===== src/rtl/hci_package.sv =====
// Shared types and constants for the HWPE-side HCI arbiter.
package hci_package;

  typedef enum logic [0:0] {
    ARB_IDLE   = 1'b0,
    ARB_LOCKED = 1'b1
  } hci_arb_state_e;

  localparam int unsigned HCI_ARB_STAT_W = 32;

endpackage


===== src/rtl/hci_rr_pick.sv =====
// Combinational round-robin search: first set request at or after ptr_i, with wrap-around.
module hci_rr_pick
  import hci_package::*;
#(
  parameter int unsigned N     = 2,
  parameter int unsigned PTR_W = 1
) (
  input  logic [N-1:0]     req_i,
  input  logic [PTR_W-1:0] ptr_i,
  output logic [PTR_W-1:0] idx_o,
  output logic             found_o
);

  int unsigned j;

  always_comb begin
    idx_o   = '0;
    found_o = 1'b0;
    j       = 0;
    for (int unsigned k = 0; k < N; k++) begin
      j = (32'(ptr_i) + k) % N;
      if (!found_o && req_i[j]) begin
        idx_o   = PTR_W'(j);
        found_o = 1'b1;
      end
    end
  end

endmodule


===== src/rtl/hci_hwpe_arbiter.sv =====
// Round-robin, burst-locking arbiter sharing one wide HCI port among NB_REQ HWPE requesters.
// Optional per-requester grant counters when HCI_HWPE_ARB_STATS_EN is defined.
module hci_hwpe_arbiter
  import hci_package::*;
#(
  parameter int unsigned NB_REQ    = 2,
  parameter int unsigned DW        = 128,
  parameter int unsigned AW        = 32,
  parameter int unsigned BW        = 8,
  parameter int unsigned MAX_BURST = 16
) (
  input  logic                     clk_i,
  input  logic                     rst_ni,
  input  logic                     clear_i,
  input  logic [NB_REQ-1:0]        req_i,
  input  logic [NB_REQ*AW-1:0]     add_i,
  input  logic [NB_REQ-1:0]        wen_i,
  input  logic [NB_REQ*DW/BW-1:0]  be_i,
  input  logic [NB_REQ*DW-1:0]     data_i,
  output logic [NB_REQ-1:0]        gnt_o,
  output logic [NB_REQ-1:0]        r_valid_o,
  output logic [DW-1:0]            r_data_o,
  output logic                     out_req_o,
  output logic [AW-1:0]            out_add_o,
  output logic                     out_wen_o,
  output logic [DW/BW-1:0]         out_be_o,
  output logic [DW-1:0]            out_data_o,
  input  logic                     out_gnt_i,
  input  logic                     out_r_valid_i,
  input  logic [DW-1:0]            out_r_data_i
`ifdef HCI_HWPE_ARB_STATS_EN
  ,
  output logic [NB_REQ*HCI_ARB_STAT_W-1:0] stat_grants_o
`endif
);

  localparam int unsigned BEW   = DW / BW;
  localparam int unsigned PTR_W = (NB_REQ > 1) ? $clog2(NB_REQ) : 1;
  localparam int unsigned CNT_W = $clog2(MAX_BURST + 1);

  hci_arb_state_e   state_q, state_d;
  logic [PTR_W-1:0] rr_ptr_q, rr_ptr_d;
  logic [PTR_W-1:0] owner_q, owner_d;
  logic [PTR_W-1:0] sel_q, sel_d;
  logic             frz_q, frz_d;
  logic [CNT_W-1:0] cnt_q, cnt_d;
  logic             resp_pend_q, resp_pend_d;
  logic [PTR_W-1:0] resp_id_q, resp_id_d;

  logic [PTR_W-1:0] owner_inc, pick_ptr, pick_idx, sel;
  logic             pick_found, others, owner_keep, use_frz, found, hs;

  function automatic logic [PTR_W-1:0] ptr_inc(input logic [PTR_W-1:0] p);
    return (p == PTR_W'(NB_REQ - 1)) ? '0 : p + PTR_W'(1);
  endfunction

  hci_rr_pick #(
    .N     (NB_REQ),
    .PTR_W (PTR_W)
  ) i_pick (
    .req_i   (req_i),
    .ptr_i   (pick_ptr),
    .idx_o   (pick_idx),
    .found_o (pick_found)
  );

  // Selection: a stalled request stays frozen; the owner keeps the port until its burst is spent.
  always_comb begin
    owner_inc  = ptr_inc(owner_q);
    others     = |(req_i & ~(NB_REQ'(1) << owner_q));
    owner_keep = (state_q == ARB_LOCKED) && req_i[owner_q] &&
                 ((cnt_q < CNT_W'(MAX_BURST)) || !others);
    pick_ptr   = (state_q == ARB_LOCKED) ? owner_inc : rr_ptr_q;
    use_frz    = frz_q && req_i[sel_q];
    if (use_frz) begin
      sel   = sel_q;
      found = 1'b1;
    end else if (owner_keep) begin
      sel   = owner_q;
      found = 1'b1;
    end else begin
      sel   = pick_idx;
      found = pick_found;
    end
    hs = rst_ni && found && out_gnt_i;
  end

  // State register
  always_ff @(posedge clk_i) begin
    if (!rst_ni) begin
      state_q     <= ARB_IDLE;
      rr_ptr_q    <= '0;
      owner_q     <= '0;
      sel_q       <= '0;
      frz_q       <= 1'b0;
      cnt_q       <= '0;
      resp_pend_q <= 1'b0;
      resp_id_q   <= '0;
    end else begin
      state_q     <= state_d;
      rr_ptr_q    <= rr_ptr_d;
      owner_q     <= owner_d;
      sel_q       <= sel_d;
      frz_q       <= frz_d;
      cnt_q       <= cnt_d;
      resp_pend_q <= resp_pend_d;
      resp_id_q   <= resp_id_d;
    end
  end

  // Next-state logic
  always_comb begin
    state_d     = state_q;
    rr_ptr_d    = rr_ptr_q;
    owner_d     = owner_q;
    cnt_d       = cnt_q;
    sel_d       = sel;
    frz_d       = found && !out_gnt_i;
    resp_pend_d = hs;
    resp_id_d   = hs ? sel : resp_id_q;

    if ((state_q == ARB_LOCKED) && !owner_keep) begin
      state_d  = ARB_IDLE;
      rr_ptr_d = owner_inc;
    end

    if (hs) begin
      if (owner_keep && (sel == owner_q)) begin
        cnt_d = (cnt_q == CNT_W'(MAX_BURST)) ? CNT_W'(1) : cnt_q + CNT_W'(1);
      end else begin
        state_d = ARB_LOCKED;
        owner_d = sel;
        cnt_d   = CNT_W'(1);
      end
    end

    if (clear_i) begin
      state_d  = ARB_IDLE;
      rr_ptr_d = '0;
      cnt_d    = '0;
      frz_d    = 1'b0;
    end
  end

  // Output muxing and response routing; everything but read data is held at zero in reset.
  always_comb begin
    out_req_o  = rst_ni && found;
    out_add_o  = '0;
    out_wen_o  = 1'b0;
    out_be_o   = '0;
    out_data_o = '0;
    gnt_o      = '0;
    r_valid_o  = '0;
    r_data_o   = out_r_data_i;
    for (int unsigned i = 0; i < NB_REQ; i++) begin
      if (rst_ni && (sel == PTR_W'(i))) begin
        out_add_o  = add_i[i*AW +: AW];
        out_wen_o  = wen_i[i];
        out_be_o   = be_i[i*BEW +: BEW];
        out_data_o = data_i[i*DW +: DW];
        gnt_o[i]   = hs;
      end
      r_valid_o[i] = rst_ni && out_r_valid_i && resp_pend_q && (resp_id_q == PTR_W'(i));
    end
  end

`ifdef HCI_HWPE_ARB_STATS_EN
  logic [HCI_ARB_STAT_W-1:0] stat_q [NB_REQ];

  // Saturating per-requester handshake counters
  always_ff @(posedge clk_i) begin
    for (int unsigned i = 0; i < NB_REQ; i++) begin
      if (!rst_ni || clear_i) begin
        stat_q[i] <= '0;
      end else if (gnt_o[i] && (stat_q[i] != '1)) begin
        stat_q[i] <= stat_q[i] + HCI_ARB_STAT_W'(1);
      end
    end
  end

  always_comb begin
    stat_grants_o = '0;
    for (int unsigned i = 0; i < NB_REQ; i++) begin
      stat_grants_o[i*HCI_ARB_STAT_W +: HCI_ARB_STAT_W] = stat_q[i];
    end
  end
`endif

endmodule


===== config.mk =====
export PLATFORM = sky130hd
export DESIGN_NAME = hci_hwpe_arbiter
export DESIGN_NICKNAME = d
export VERILOG_FILES = /design/src/rtl/hci_package.sv /design/src/rtl/hci_rr_pick.sv /design/src/rtl/hci_hwpe_arbiter.sv
export SDC_FILE = /design/constraint.sdc
export NUM_CORES = 1
export LEC_CHECK = 0
export ABC_AREA = 0
export CAP_MARGIN = 20
export CELL_PAD_IN_SITES_DETAIL_PLACEMENT = 1
export CELL_PAD_IN_SITES_GLOBAL_PLACEMENT = 1
export CORE_AREA = 2 2 315 317
export CTS_CLUSTER_DIAMETER = 30
export DETAILED_ROUTE_END_ITERATION = 10
export DIE_AREA = 0 0 317 319
export PLACE_DENSITY_LB_ADDON = 0.1
export SLEW_MARGIN = 20
export SYNTH_ARGS = -nofsm -noshare
export SYNTH_HDL_FRONTEND = slang
export SYNTH_HIERARCHICAL = 1
export SYNTH_SLANG_ARGS = --single-unit

===== constraint.sdc =====
create_clock -name clk_i -period 2.2 [get_ports clk_i]
set_input_delay 0.33 -clock clk_i [delete_from_list [all_inputs] [get_ports clk_i]]
set_output_delay 0.33 -clock clk_i [all_outputs]
set_load 0.05 [all_outputs]

# After elaboration in Yosys (flattened, before gate mapping)
# Index checks and enable logic that the tools add are counted.
# op_classes
add_sub_neg	3
magnitude_cmp	5
eq_ne	2
shift	1
mux	33
n_bitwise	6
n_reduce_logical	23
# ops
operator	n
128-bit two-way mux	2
32-bit two-way mux	2
16-bit two-way mux	2
1-bit two-way mux	25
1-bit logical AND	15
5-bit two-way mux	2
1-bit by 2-bit less-than comparator with 1-bit output (second input constant)	4
5-bit by 1-bit adder with 5-bit output (second input constant)	1
5-bit == test (second input constant)	1
5-bit less-than comparator (second input constant)	1
1-bit logical NOT	4
1-bit inverter	4
2-bit OR reduction	2
1-bit adder (second input constant)	2
2-bit AND	1
2-bit inverter	1
2-bit AND reduction	1
1-bit by 1-bit << shifter with 2-bit output (first input constant)	1
1-bit == test	1
1-bit logical OR	1
# totals
regBits	12
output_inout_bits	310
elab_cells	81

# Longest topological paths before layout
# depth
ltp_word	15
ltp_mapped	11
depth_no_buf	8

# By module
# Netlist, hierarchy kept.
# by_module_without_submodules
mod	instances	cells_each	area_each_um2	seq_area_each_um2
hci_hwpe_arbiter	1	433	3523.4	240.2
hci_rr_pick	1	3	17.5	0.0

# Least setup slack after synthesis
# OpenSTA, ideal clock, no wires.
# synth_path
path_kind	reg2out
start	reg sel_q
end	out gnt_o[0]
t_arrival_ns	2.136
required_ns	1.870
slack_ns	-0.266
path_stages_with_launch	5
n_path_buf	0
cell_sequence	dfxtp_1 -> mux2_4 -> a22o_1 -> o2bb2ai_4 -> nor3_1
# synth_between
elab_chain_len	7
elab_cells_between_ends	10
# synth_lines
item	line_no	rtl
from (decl)	hci_hwpe_arbiter.sv:44	logic [PTR_W-1:0] sel_q, sel_d;
from (signal assigned)	hci_hwpe_arbiter.sv:103	sel_q <= sel_d;
1-bit two-way mux (implied by the code) (2 in series)	hci_hwpe_arbiter.sv:74	use_frz = frz_q && req_i[sel_q];
1-bit logical AND	hci_hwpe_arbiter.sv:74	
1-bit two-way mux	hci_hwpe_arbiter.sv:75	if (use_frz) begin
1-bit logical AND / 1-bit inverter (equally long branches)	hci_hwpe_arbiter.sv:85, hci_hwpe_arbiter.sv:156	
1-bit logical AND (on tied branches)	hci_hwpe_arbiter.sv:85, hci_hwpe_arbiter.sv:156	
1-bit two-way mux *	hci_hwpe_arbiter.sv:156	if (rst_ni && (sel == PTR_W'(i))) begin
to (decl)	hci_hwpe_arbiter.sv:20	output logic [NB_REQ-1:0] gnt_o,
# Every way passes the cells marked *; elsewhere a longest branch is shown, timed or not. The select of a mux whose other input is x is not followed.

# Worst setup path in the final report
# layout_path
start	reg sel_q
end	out out_data_o[109]
# layout_between
elab_chain_len	8
elab_cells_between_ends	9
# layout_lines
item	line_no	rtl
1-bit two-way mux (implied by the code) (2 in series)	hci_hwpe_arbiter.sv:74	
1-bit logical AND	hci_hwpe_arbiter.sv:74	
1-bit two-way mux *	hci_hwpe_arbiter.sv:75	
1-bit inverter	hci_hwpe_arbiter.sv:156	
1-bit logical AND	hci_hwpe_arbiter.sv:156	
128-bit two-way mux	hci_hwpe_arbiter.sv:156	
128-bit two-way mux *	hci_hwpe_arbiter.sv:156	
to (decl)	hci_hwpe_arbiter.sv:27	output logic [DW-1:0] out_data_o,
# Marked as above.

==> reports/metrics.csv <==
metric;value;unit
synth-main-ff-cell;dfxtp_1;
holdCritPathClass;register to register;
drc_errors;0;
met3_length;5720;um
netlist_area;0.003541;sq mm
status;finished, violations left;
cap_violations;0;
r2r_slack;0.35;ns
min_to;resp_id_q;
cp_top_family;compound AO/OA/AOI/OAI gates;
clk_pin_slew_worst_paths;0.05;ns
async_reset_ff_frac;0;
ctsHoldBuffers;0;
antenna_found_initial;11;
final_util;0.1325;
cts-root-buf;clkbuf_16;
cts_tree;yes;
final_common_cell;clkdlybuf4s50_1;
dr.pass1.iters;4;
drtIter0Drc;94;
die_h;319;um
hold_depth;2;
netlist_instances;436;
synth-edff-count;0;
ys_types;36;
met2_length;18020;um
worstMarginPinSlew;0.2845;ns
wire_per_inst;17.39;um
violations;negative setup slack;
power;4.684;mW
stdcell_count;2169;
worstSetupStartpointType;register;
grt_pass1_wl;49720;um
ir_worst_vdd;0.1915;mV
setup_viol;177;
cts_made_buffers;3;
ys_seq_elements;12;
overflow;0;
synth_fp_nets;927;
dp_hpwl;33260;um
layout-drive-gt1-share;0.5074;
period_share;1.181;
nets;1371;
dp.cells;2158;
crit_arrival;2.27;ns
power.density;361.9;mW/mm^2
post-route-worst-setup-slack;-0.3975;ns
core;0.09770;sq mm
slowest_stage;dfxtp_2;
grt_usage;0.06868;
cts.sinks;12;
maxSlewViolCount;0;
drt-met1-wl;13830;um
fp.dieW;317;um
nFillCells;11170;
p_leak;4.931;nW
vias_per_cell;2.507;
setup_tns;-61.58;ns
htreeDepth;1;
cts_buffer_depth;2;
io_pins;799;
crit_chain;mux2_4 -> a22o_1 -> o2bb2ai_4 -> and2_4 -> buf_12 -> clkbuf_16 -> a22o_2 -> buf_12;
critPathMaxStageDelay;0.33;ns
start_util;0.03624;
num_rows;115;
period_minus_slack;2.597;ns
clk_latency;0.24;ns
dr_total_vias;5438;
crit_buf_inv;3;
area_growth;265.5;%
cp.required;1.87;ns
synth.avg_cell_area;8.121;sq um
crit_fanout;15;
holdCritStartpoint;resp_id_q;
dieArea;0.1011;sq mm
crit_type;register to output pin;
io_buffers;542;
ys_seq_area_frac;0.06784;
rsz0062_at_grt;true;
gp_congestion;0.7790;
skew;0.007819;ns
cp_common_cell;buf_12;
top_layer_used;met5;
hold_violations;0;
reg2reg_depth;7;
timing.rr.end;cnt_q[0];
critPathCaptureType;output pin;
r2r-start;owner_q;
slew_headroom;0.8095;
max_freq;385.0;MHz
wl;37710;um
ant_nets;0;
final_cell_mix;clkdlybuf4s50_1 (358), buf_12 (199), a22o_2 (94), a22o_4 (83), buf_4 (40);
grt_pass1_vias;6197;
grt_start_max_net_pins;31;
ys_warn_count;6;
cell families after synthesis:
family	count (synthesis)	synth area share
flip-flops	12	0.06784
buffers and inverters	179	0.3657
adder cells (fa/ha/maj)	2	0.007066
AO/OA/AOI/OAI	201	0.4880
AND/OR/NAND/NOR	38	0.05830
multiplexers	4	0.01307
power breakdown:
group | switching (mW) | leakage (nW) | total (mW) | internal [mW]
registers | 0.00684 | 0.0991 | 0.231 | 0.224
logic | 1.89 | 4.79 | 4.07 | 2.18
clock network | 0.107 | 0.0442 | 0.383 | 0.275
final cells by class:
type                            count  area, sq um  share of cell area
Multi-Input combinational cell    245         2880              0.2226
Timing Repair Buffer              610         8078              0.6242
Tap cell                         1287         1610              0.1244
Clock buffer                        4        88.84            0.006865
Inverter                            8        30.03            0.002320
Sequential cell                    12        246.5             0.01905
Antenna cell                        3        7.507           0.0005801
metal layers:
metal	vias up	GRT usage
met5	-	0
met4	12	0.002411
met3	18	0.04233
met2	433	0.1191
met1	2533	0.07415
li1	2442	-
flip-flops by register name (all words and copies together), names as in the netlist:
register,cells
cnt_q,5
frz_q,1
owner_q,1
resp_id_q,1
resp_pend_q,1
rr_ptr_q,1
sel_q,1
state_q,1
synth_stat cells (2+ instances only):
cell / number / area, sq um
o21ai_0: 7 / 35.03
o21a_1: 2 / 15.01
buf_6: 15 / 168.9
clkbuf_1: 6 / 22.52
buf_2: 21 / 105.1
nand2b_1: 2 / 12.51
nor2_1: 4 / 15.01
a21oi_1: 6 / 30.03
dfxtp_1: 12 / 240.2
and2_1: 4 / 25.02
nor3_1: 5 / 25.02
and3_1: 2 / 12.51
nand3b_1: 2 / 15.01
a22o_1: 178 / 1559
mux2i_1: 2 / 20.02
inv_1: 8 / 30.03
nand2_1: 9 / 33.78
ha_1: 2 / 25.02
nor2b_1: 3 / 18.77
nand3_1: 2 / 10.01
buf_4: 129 / 968.4
worst reg2reg max path, delay by kind of cell (launching register included):
kind | cells | cell delay [ns]
AND/OR/NAND/NOR | 1 | 0.06
buffers and inverters | 2 | 0.39
multiplexers | 1 | 0.29
flip-flops | 1 | 0.39
AO/OA/AOI/OAI | 3 | 0.63
worst max-delay path by stage:
| stage | depth (start not counted) | end | start | slack, ns |
|---|---|---|---|---|
| finish | 8 | out_data_o[109] | sel_q | -0.40 |
| global route | 8 | out_data_o[32] | owner_q | -0.50 |
| CTS | 8 | out_data_o[37] | owner_q | -0.42 |
| detailed placement | 9 | out_data_o[59] | req_i[1] | -0.69 |
| global placement | 9 | out_data_o[59] | req_i[1] | -0.68 |
| floorplan | 9 | out_add_o[1] | owner_q | -0.04 |
stage by stage:
| step | area (sq um) | setup slack [ns] | hold WS, ns |
|---|---|---|---|
| 3_3_place_gp | 12190 | -0.6777 | 0.4792 |
| 2_1_floorplan | 3884 | -0.03918 | 0.4093 |
| 6_report | 12940 | -0.3975 | 0.4861 |
| 4_1_cts | 12620 | -0.4247 | 0.4930 |
| 5_1_grt | 12930 | -0.4970 | 0.5208 |
| 3_5_place_dp | 12190 | -0.6912 | 0.4836 |
repair_timing:
item,4_1_cts,5_1_grt
cloned,0,2
pin swaps,18,6
gates resized for setup,56,37
buffers inserted,2,0
setup endpoints to repair,180,180
(Power assumes the default switching activity.)
